[src/rtl/pipe_ctrl_unit.sv]
// pipe_ctrl_unit
// Decode stage control for a five-stage MIPS-like pipeline. It decodes the
// IF/ID instruction into registered ID/EX controls, detects load-use hazards,
// squashes on taken branches and sequences a STOP instruction into a halt.
//
// Ports:
//   clk, rst           clock and synchronous active-high reset
//   instr, instr_valid IF/ID instruction word and its valid flag
//   branch_taken       EX resolved a taken branch this cycle
//   ex_*               registered ID/EX control fields
//   ex_valid           ID/EX slot holds a real instruction
//   pc_stall           combinational; hold PC and IF/ID
//   ifid_flush         combinational; squash IF/ID
//   illegal_instr      registered one-cycle pulse on unsupported encodings
//   halted             registered; processor stopped until reset
module pipe_ctrl_unit #(
   parameter int ALUCTRL_W    = 4,
   parameter int ALUSRC_W     = 3,
   parameter int DRAIN_CYCLES = 3
) (
   input  logic                 clk,
   input  logic                 rst,
   input  logic [31:0]          instr,
   input  logic                 instr_valid,
   input  logic                 branch_taken,
   output logic                 ex_reg_write,
   output logic                 ex_mem2reg,
   output logic                 ex_mem_write,
   output logic                 ex_beq,
   output logic                 ex_bne,
   output logic                 ex_reg_dst,
   output logic [ALUCTRL_W-1:0] ex_alu_ctrl,
   output logic [ALUSRC_W-1:0]  ex_alu_src,
   output logic [4:0]           ex_rd,
   output logic                 ex_valid,
   output logic                 pc_stall,
   output logic                 ifid_flush,
   output logic                 illegal_instr,
   output logic                 halted
);

   typedef enum logic [1:0] {RUN, DRAIN, HALT} state_t;

   localparam logic [3:0] DRAIN_LOAD = 4'(DRAIN_CYCLES - 1);

   state_t state, state_next;
   logic [3:0] count, count_next;

   logic [5:0] opcode, func;
   logic [4:0] rs, rt, rd;

   logic                 d_reg_write, d_mem2reg, d_mem_write, d_beq, d_bne, d_reg_dst;
   logic [ALUCTRL_W-1:0] d_alu_ctrl;
   logic [ALUSRC_W-1:0]  d_alu_src;
   logic [4:0]           d_rd;
   logic                 d_legal, d_stop, d_reads_rt;

   logic load_use, issue, illegal_next;

   assign opcode = instr[31:26];
   assign func   = instr[5:0];
   assign rs     = instr[25:21];
   assign rt     = instr[20:16];
   assign rd     = instr[15:11];

   // Instruction decode. Anything not explicitly recognised leaves d_legal
   // low and is turned into a bubble plus an illegal pulse downstream.
   always_comb begin
      d_reg_write = 1'b0;
      d_mem2reg   = 1'b0;
      d_mem_write = 1'b0;
      d_beq       = 1'b0;
      d_bne       = 1'b0;
      d_reg_dst   = 1'b0;
      d_alu_ctrl  = '0;
      d_alu_src   = '0;
      d_rd        = 5'd0;
      d_legal     = 1'b0;
      d_stop      = 1'b0;
      d_reads_rt  = 1'b0;
      case (opcode)
         6'd0: begin
            d_reads_rt  = 1'b1;
            d_legal     = 1'b1;
            d_reg_write = 1'b1;
            d_reg_dst   = 1'b1;
            d_rd        = rd;
            case (func)
               6'd0:          begin d_alu_ctrl = ALUCTRL_W'(7); d_alu_src = ALUSRC_W'(4); end
               6'd2:          begin d_alu_ctrl = ALUCTRL_W'(8); d_alu_src = ALUSRC_W'(4); end
               6'd3:          begin d_alu_ctrl = ALUCTRL_W'(9); d_alu_src = ALUSRC_W'(4); end
               6'd4:          begin d_alu_ctrl = ALUCTRL_W'(7); d_alu_src = ALUSRC_W'(3); end
               6'd6:          begin d_alu_ctrl = ALUCTRL_W'(8); d_alu_src = ALUSRC_W'(3); end
               6'd7:          begin d_alu_ctrl = ALUCTRL_W'(9); d_alu_src = ALUSRC_W'(3); end
               6'd32, 6'd33:  d_alu_ctrl = ALUCTRL_W'(0);
               6'd34, 6'd35:  d_alu_ctrl = ALUCTRL_W'(1);
               6'd36:         d_alu_ctrl = ALUCTRL_W'(2);
               6'd37:         d_alu_ctrl = ALUCTRL_W'(3);
               6'd38:         d_alu_ctrl = ALUCTRL_W'(4);
               6'd39:         d_alu_ctrl = ALUCTRL_W'(5);
               6'd42:         d_alu_ctrl = ALUCTRL_W'(6);
               default: begin
                  d_legal     = 1'b0;
                  d_reg_write = 1'b0;
                  d_reg_dst   = 1'b0;
                  d_rd        = 5'd0;
               end
            endcase
         end
         6'd8, 6'd9: begin
            d_legal = 1'b1; d_reg_write = 1'b1; d_rd = rt;
            d_alu_ctrl = ALUCTRL_W'(0); d_alu_src = ALUSRC_W'(1);
         end
         6'd12: begin
            d_legal = 1'b1; d_reg_write = 1'b1; d_rd = rt;
            d_alu_ctrl = ALUCTRL_W'(2); d_alu_src = ALUSRC_W'(2);
         end
         6'd13: begin
            d_legal = 1'b1; d_reg_write = 1'b1; d_rd = rt;
            d_alu_ctrl = ALUCTRL_W'(3); d_alu_src = ALUSRC_W'(2);
         end
         6'd14: begin
            d_legal = 1'b1; d_reg_write = 1'b1; d_rd = rt;
            d_alu_ctrl = ALUCTRL_W'(4); d_alu_src = ALUSRC_W'(2);
         end
         6'd35: begin
            d_legal = 1'b1; d_reg_write = 1'b1; d_mem2reg = 1'b1; d_rd = rt;
            d_alu_ctrl = ALUCTRL_W'(0); d_alu_src = ALUSRC_W'(1);
         end
         6'd43: begin
            d_legal = 1'b1; d_mem_write = 1'b1; d_reads_rt = 1'b1;
            d_alu_ctrl = ALUCTRL_W'(0); d_alu_src = ALUSRC_W'(1);
         end
         6'd4: begin
            d_legal = 1'b1; d_beq = 1'b1; d_reads_rt = 1'b1;
            d_alu_ctrl = ALUCTRL_W'(1);
         end
         6'd5: begin
            d_legal = 1'b1; d_bne = 1'b1; d_reads_rt = 1'b1;
            d_alu_ctrl = ALUCTRL_W'(1);
         end
         6'd63: d_stop = 1'b1;
         default: ;
      endcase
   end

   // A load writing a non-zero register that the ID instruction sources must
   // wait one cycle; the bubble it inserts clears ex_valid so the hazard
   // cannot re-trigger on the following cycle.
   assign load_use = instr_valid & ex_valid & ex_mem2reg & (ex_rd != 5'd0) &
                     ((ex_rd == rs) | ((ex_rd == rt) & d_reads_rt));

   // Next-state and hazard control. A taken branch outranks the load-use
   // stall and STOP decode while running; once draining or halted the PC is
   // frozen and only bubbles issue. Stall and flush are masked during reset.
   always_comb begin
      state_next   = state;
      count_next   = count;
      pc_stall     = 1'b0;
      ifid_flush   = 1'b0;
      issue        = 1'b0;
      illegal_next = 1'b0;
      case (state)
         RUN: begin
            if (branch_taken) begin
               ifid_flush = 1'b1;
            end else if (load_use) begin
               pc_stall = 1'b1;
            end else if (instr_valid) begin
               if (d_stop) begin
                  state_next = DRAIN;
                  count_next = DRAIN_LOAD;
               end else if (d_legal) begin
                  issue = 1'b1;
               end else begin
                  illegal_next = 1'b1;
               end
            end
         end
         DRAIN: begin
            pc_stall = 1'b1;
            if (count == 4'd0) begin
               state_next = HALT;
            end else begin
               count_next = count - 4'd1;
            end
         end
         HALT: begin
            pc_stall = 1'b1;
         end
         default: state_next = RUN;
      endcase
      if (rst) begin
         pc_stall   = 1'b0;
         ifid_flush = 1'b0;
      end
   end

   // ID/EX register, FSM state and status flags. Every cycle either a
   // decoded instruction or a bubble is loaded.
   always_ff @(posedge clk) begin
      if (rst) begin
         state         <= RUN;
         count         <= 4'd0;
         halted        <= 1'b0;
         illegal_instr <= 1'b0;
         ex_reg_write  <= 1'b0;
         ex_mem2reg    <= 1'b0;
         ex_mem_write  <= 1'b0;
         ex_beq        <= 1'b0;
         ex_bne        <= 1'b0;
         ex_reg_dst    <= 1'b0;
         ex_alu_ctrl   <= '0;
         ex_alu_src    <= '0;
         ex_rd         <= 5'd0;
         ex_valid      <= 1'b0;
      end else begin
         state         <= state_next;
         count         <= count_next;
         halted        <= (state_next == HALT);
         illegal_instr <= illegal_next;
         ex_reg_write  <= issue & d_reg_write;
         ex_mem2reg    <= issue & d_mem2reg;
         ex_mem_write  <= issue & d_mem_write;
         ex_beq        <= issue & d_beq;
         ex_bne        <= issue & d_bne;
         ex_reg_dst    <= issue & d_reg_dst;
         ex_alu_ctrl   <= issue ? d_alu_ctrl : '0;
         ex_alu_src    <= issue ? d_alu_src : '0;
         ex_rd         <= issue ? d_rd : 5'd0;
         ex_valid      <= issue;
      end
   end

endmodule

[config.mk]
export PLATFORM = sky130hd
export DESIGN_NAME = pipe_ctrl_unit
export DESIGN_NICKNAME = d
export VERILOG_FILES = /design/src/rtl/pipe_ctrl_unit.sv
export SDC_FILE = /design/constraint.sdc
export NUM_CORES = 1
export LEC_CHECK = 0
export CAP_MARGIN = 20
export CORE_ASPECT_RATIO = 0.6
export CORE_MARGIN = 5
export CORE_UTILIZATION = 45
export CTS_BUF_LIST = sky130_fd_sc_hd__clkbuf_8
export CTS_CLUSTER_DIAMETER = 120
export DETAILED_ROUTE_END_ITERATION = 10
export HOLD_SLACK_MARGIN = 0.05
export PLACE_DENSITY = 0.79
export SYNTH_ARGS = -nofsm -noshare
export SYNTH_HDL_FRONTEND = slang
export SYNTH_SLANG_ARGS = --single-unit
[constraint.sdc]
create_clock -name clk -period 2.6 [get_ports clk]
set_input_delay 0.26 -clock clk [delete_from_list [all_inputs] [get_ports clk]]
set_output_delay 0.26 -clock clk [all_outputs]
set_load 0.02 [all_outputs]
==> results.json <==
{
  "netlist.top_cell.by_area": "dfxtp_1",
  "worst_r2r_path_depth": 7,
  "status": "finished, final reports clean",
  "ys_seq_elements": 27,
  "critical-path-max-stage-delay_ps": 560,
  "yosysMostFrequentCell": "dfxtp_1",
  "totalPowerFinal_uw": 869.4,
  "gp_congestion": 0.8288,
  "cts_max_level": 1,
  "design.core.area_mm2": 0.003744,
  "worst_path_dominant_cell_family": "simple AND/OR/NAND/NOR gates",
  "worstPathCellList": "or4_4 -> o21ai_1 -> a2111o_1 -> nand2_1 -> a22o_1 -> dlygate4sd2_1",
  "synth_enable_flop_cells": 0,
  "timing.hold.ws_ps": 564.6,
  "route.final.wire_length_um": 4543,
  "clock_sink_count": 27,
  "synth_area_mm2": 0.001783,
  "antenna_found_initial": 0,
  "detailedRoute.firstIterationViolations": 135,
  "setup.worst_path.end_class": "output port",
  "placement.io_buffers": 53,
  "worst_path_required_ps": 2340,
  "area_delta_synth_final_pct": 37.12,
  "cp.buffers_inverters": 1,
  "fp-row-count": 17,
  "setup.worst_path.start_class": "register",
  "layout_min_cycle_time_ps": 2370,
  "dieWidth_um": 91.26,
  "netlist-cell-type-count": 58,
  "clk_latency_ps": 270,
  "tightestPinTransition_ps": 542.8,
  "unrepaired_setup_endpoints_after_global_routing": "false",
  "crit-reg2reg-launch": "ex_rd[1]",
  "clock.fmax_mhz": 422.0,
  "finalSetupViolations": 0,
  "synth_sequential_area_ratio": 0.3032,
  "max_cap_viol_count": 0,
  "synth_fp_nets": 253,
  "period_utilization": 0.9114,
  "nFillCells": 332,
  "cts_hold_buf": 0,
  "drt_drc_violations_left": 0,
  "io_pins": 59,
  "slowest_cell_on_the_critical_path": "or4_4",
  "path_max_fanout": 4,
  "worstSetupPathDepth": 6,
  "synth-main-ff-cell": "dfxtp_1",
  "post_syn_area_per_cell_um2": 8.450,
  "worst_slew_margin_rel": 0.6353,
  "worst_ep_arrival_ps": 2110,
  "peak_supply_drop_mv": 0.2229,
  "post-dp-hpwl_um": 3651,
  "postRouteAntennaNets": 0,
  "wl_per_cell_um": 14.33,
  "dieArea_mm2": 0.005362,
  "detailedRoute.firstPassIterationCount": 4,
  "setup-tns-final_ps": 0,
  "synth_commonest_cells": "dfxtp_1, nor2_1, nor3_1",
  "hold_path_startpoint": "count[3]",
  "initial_core_util": 0.4763,
  "p_leak_uw": 0.0008623,
  "async_reset_ff_frac": 0,
  "grt_pass1_vias": 1608,
  "cts_made_buffers": 3,
  "path_class": "register to output port",
  "dr_total_vias": 1734,
  "globalRouteOverflowTotal": 0,
  "power-per-cell-area_mw_per_mm2": 355.6,
  "final_nets": 313,
  "worstSetupStartpoint": "ex_rd[1]",
  "gr-usage-all-layers": 0.1732,
  "clock_pin_slew_on_the_worst_setup_and_hold_paths_ps": 90,
  "via_per_inst": 5.470,
  "min_delay_path_depth": 2,
  "cts_buffer_depth": 2,
  "yosysTopAreaCellShare": 0.3032,
  "diodes": 0,
  "cts_resized": 1,
  "wire_length_of_the_first_global_routing_pass_um": 7576,
  "postCtsSetupBuffers": 0,
  "post_synth_inst_count": 211,
  "fin_skew_ps": 2.353,
  "grt_start_max_net_pins": 21,
  "finalHoldViolations": 0,
  "netlist_top_cells_area": "dfxtp_1, nor3_2, xnor2_1",
  "fp.dieH_um": 58.76,
  "tritoncts": "done",
  "timing.final.max_slew_violations": 0,
  "yosysWarningCount": 0,
  "min-delay-path-class": "register to register",
  "ratio_of_cells_with_drive_above_1_in_the_final_layout": 0.1370,
  "master_cell_of_the_clock_root_buffer": "clkbuf_8"
}
## per-layer routing
metal  up-vias  part of all wire  wire (um)  global-route usage
met5         -                 0          0                   0
met1       782              0.51       2327              0.2615
met3         2             0.079        361             0.04725
met4         0            0.0033         15             0.02510
met2        62              0.40       1838              0.2485
li1        888                 -          -                   -
## tightest hold or removal path, delay by kind of cell (launching register included)
family / cells / cell delay, ps
compound gates: 1 / 80
buf+inv: 1 / 80
flops: 1 / 350
## cell families after synthesis
group | count (synthesis) | share of synthesized area
and+or+nand+nor | 89 | 0.3137
DFF | 27 | 0.3032
muxes | 2 | 0.01193
AOI/OAI and AO/OA | 51 | 0.2056
adders and majority gates | 6 | 0.04210
xor gates and xnor gates | 10 | 0.04912
buffers and inverters | 26 | 0.07439
## final timing paths
| kind | to | slack, ps |
|---|---|---|
| min | count[3] | 560 |
| max | pc_stall | 230 |
| min reg2reg | count[3] | 560 |
| max reg2reg | ex_alu_ctrl[1] | 530 |
## sequential cells by signal, summed over array words and instances, names as in the netlist
name / count
count: 4
ex_alu_ctrl: 4
ex_alu_src: 3
ex_beq: 1
ex_bne: 1
ex_mem2reg: 1
ex_mem_write: 1
ex_rd: 5
ex_reg_dst: 1
ex_reg_write: 1
ex_valid: 1
halted: 1
illegal_instr: 1
state: 2
## cell usage in the layout (no fill, tap or decap), types with 9 or more instances in the layout
cell type	synthesis	routed
nand2_1	11	11
buf_4	1	15
clkdlybuf4s50_1	0	52
dfxtp_1	27	27
nor3_1	14	14
inv_1	13	14
nor2_1	17	17
xnor2_1	10	10
nor3_2	9	9
a21oi_1	11	11
## through the flow
| stage | worst slack (ps) | cell area [um2] | util | cells |
|---|---|---|---|---|
| final | 230.5 | 2445 | 0.6531 | 317 |
| after global routing | 131.4 | 2445 | 0.6531 | 317 |
| after CTS | 213.5 | 2445 | 0.6531 | 317 |
| after detailed placement | 50.58 | 2401 | 0.6414 | 313 |
| after global placement | 65.81 | 2401 | 0.6414 | 313 |
| after floorplan | 773.0 | 1783 | - | 211 |
## layout make-up
class                           count  area (um2)  share of cell area
Sequential cell                    27       540.5              0.2211
Clock inverter                      1       3.754            0.001535
Tap cell                           47       58.81             0.02405
Timing Repair Buffer               68       641.9              0.2625
Clock buffer                        3       41.29             0.01689
Inverter                           13       48.80             0.01996
Multi-Input combinational cell    158        1110              0.4539
## power by group
part | internal (uW) | switching, uW | total (uW) | leakage (uW)
registers | 420 | 5.23 | 426 | 0.000218
logic | 102 | 110 | 212 | 0.000618
clock network | 106 | 126 | 232 | 0.0000269
No activity file was read; power rests on OpenSTA's default activity.
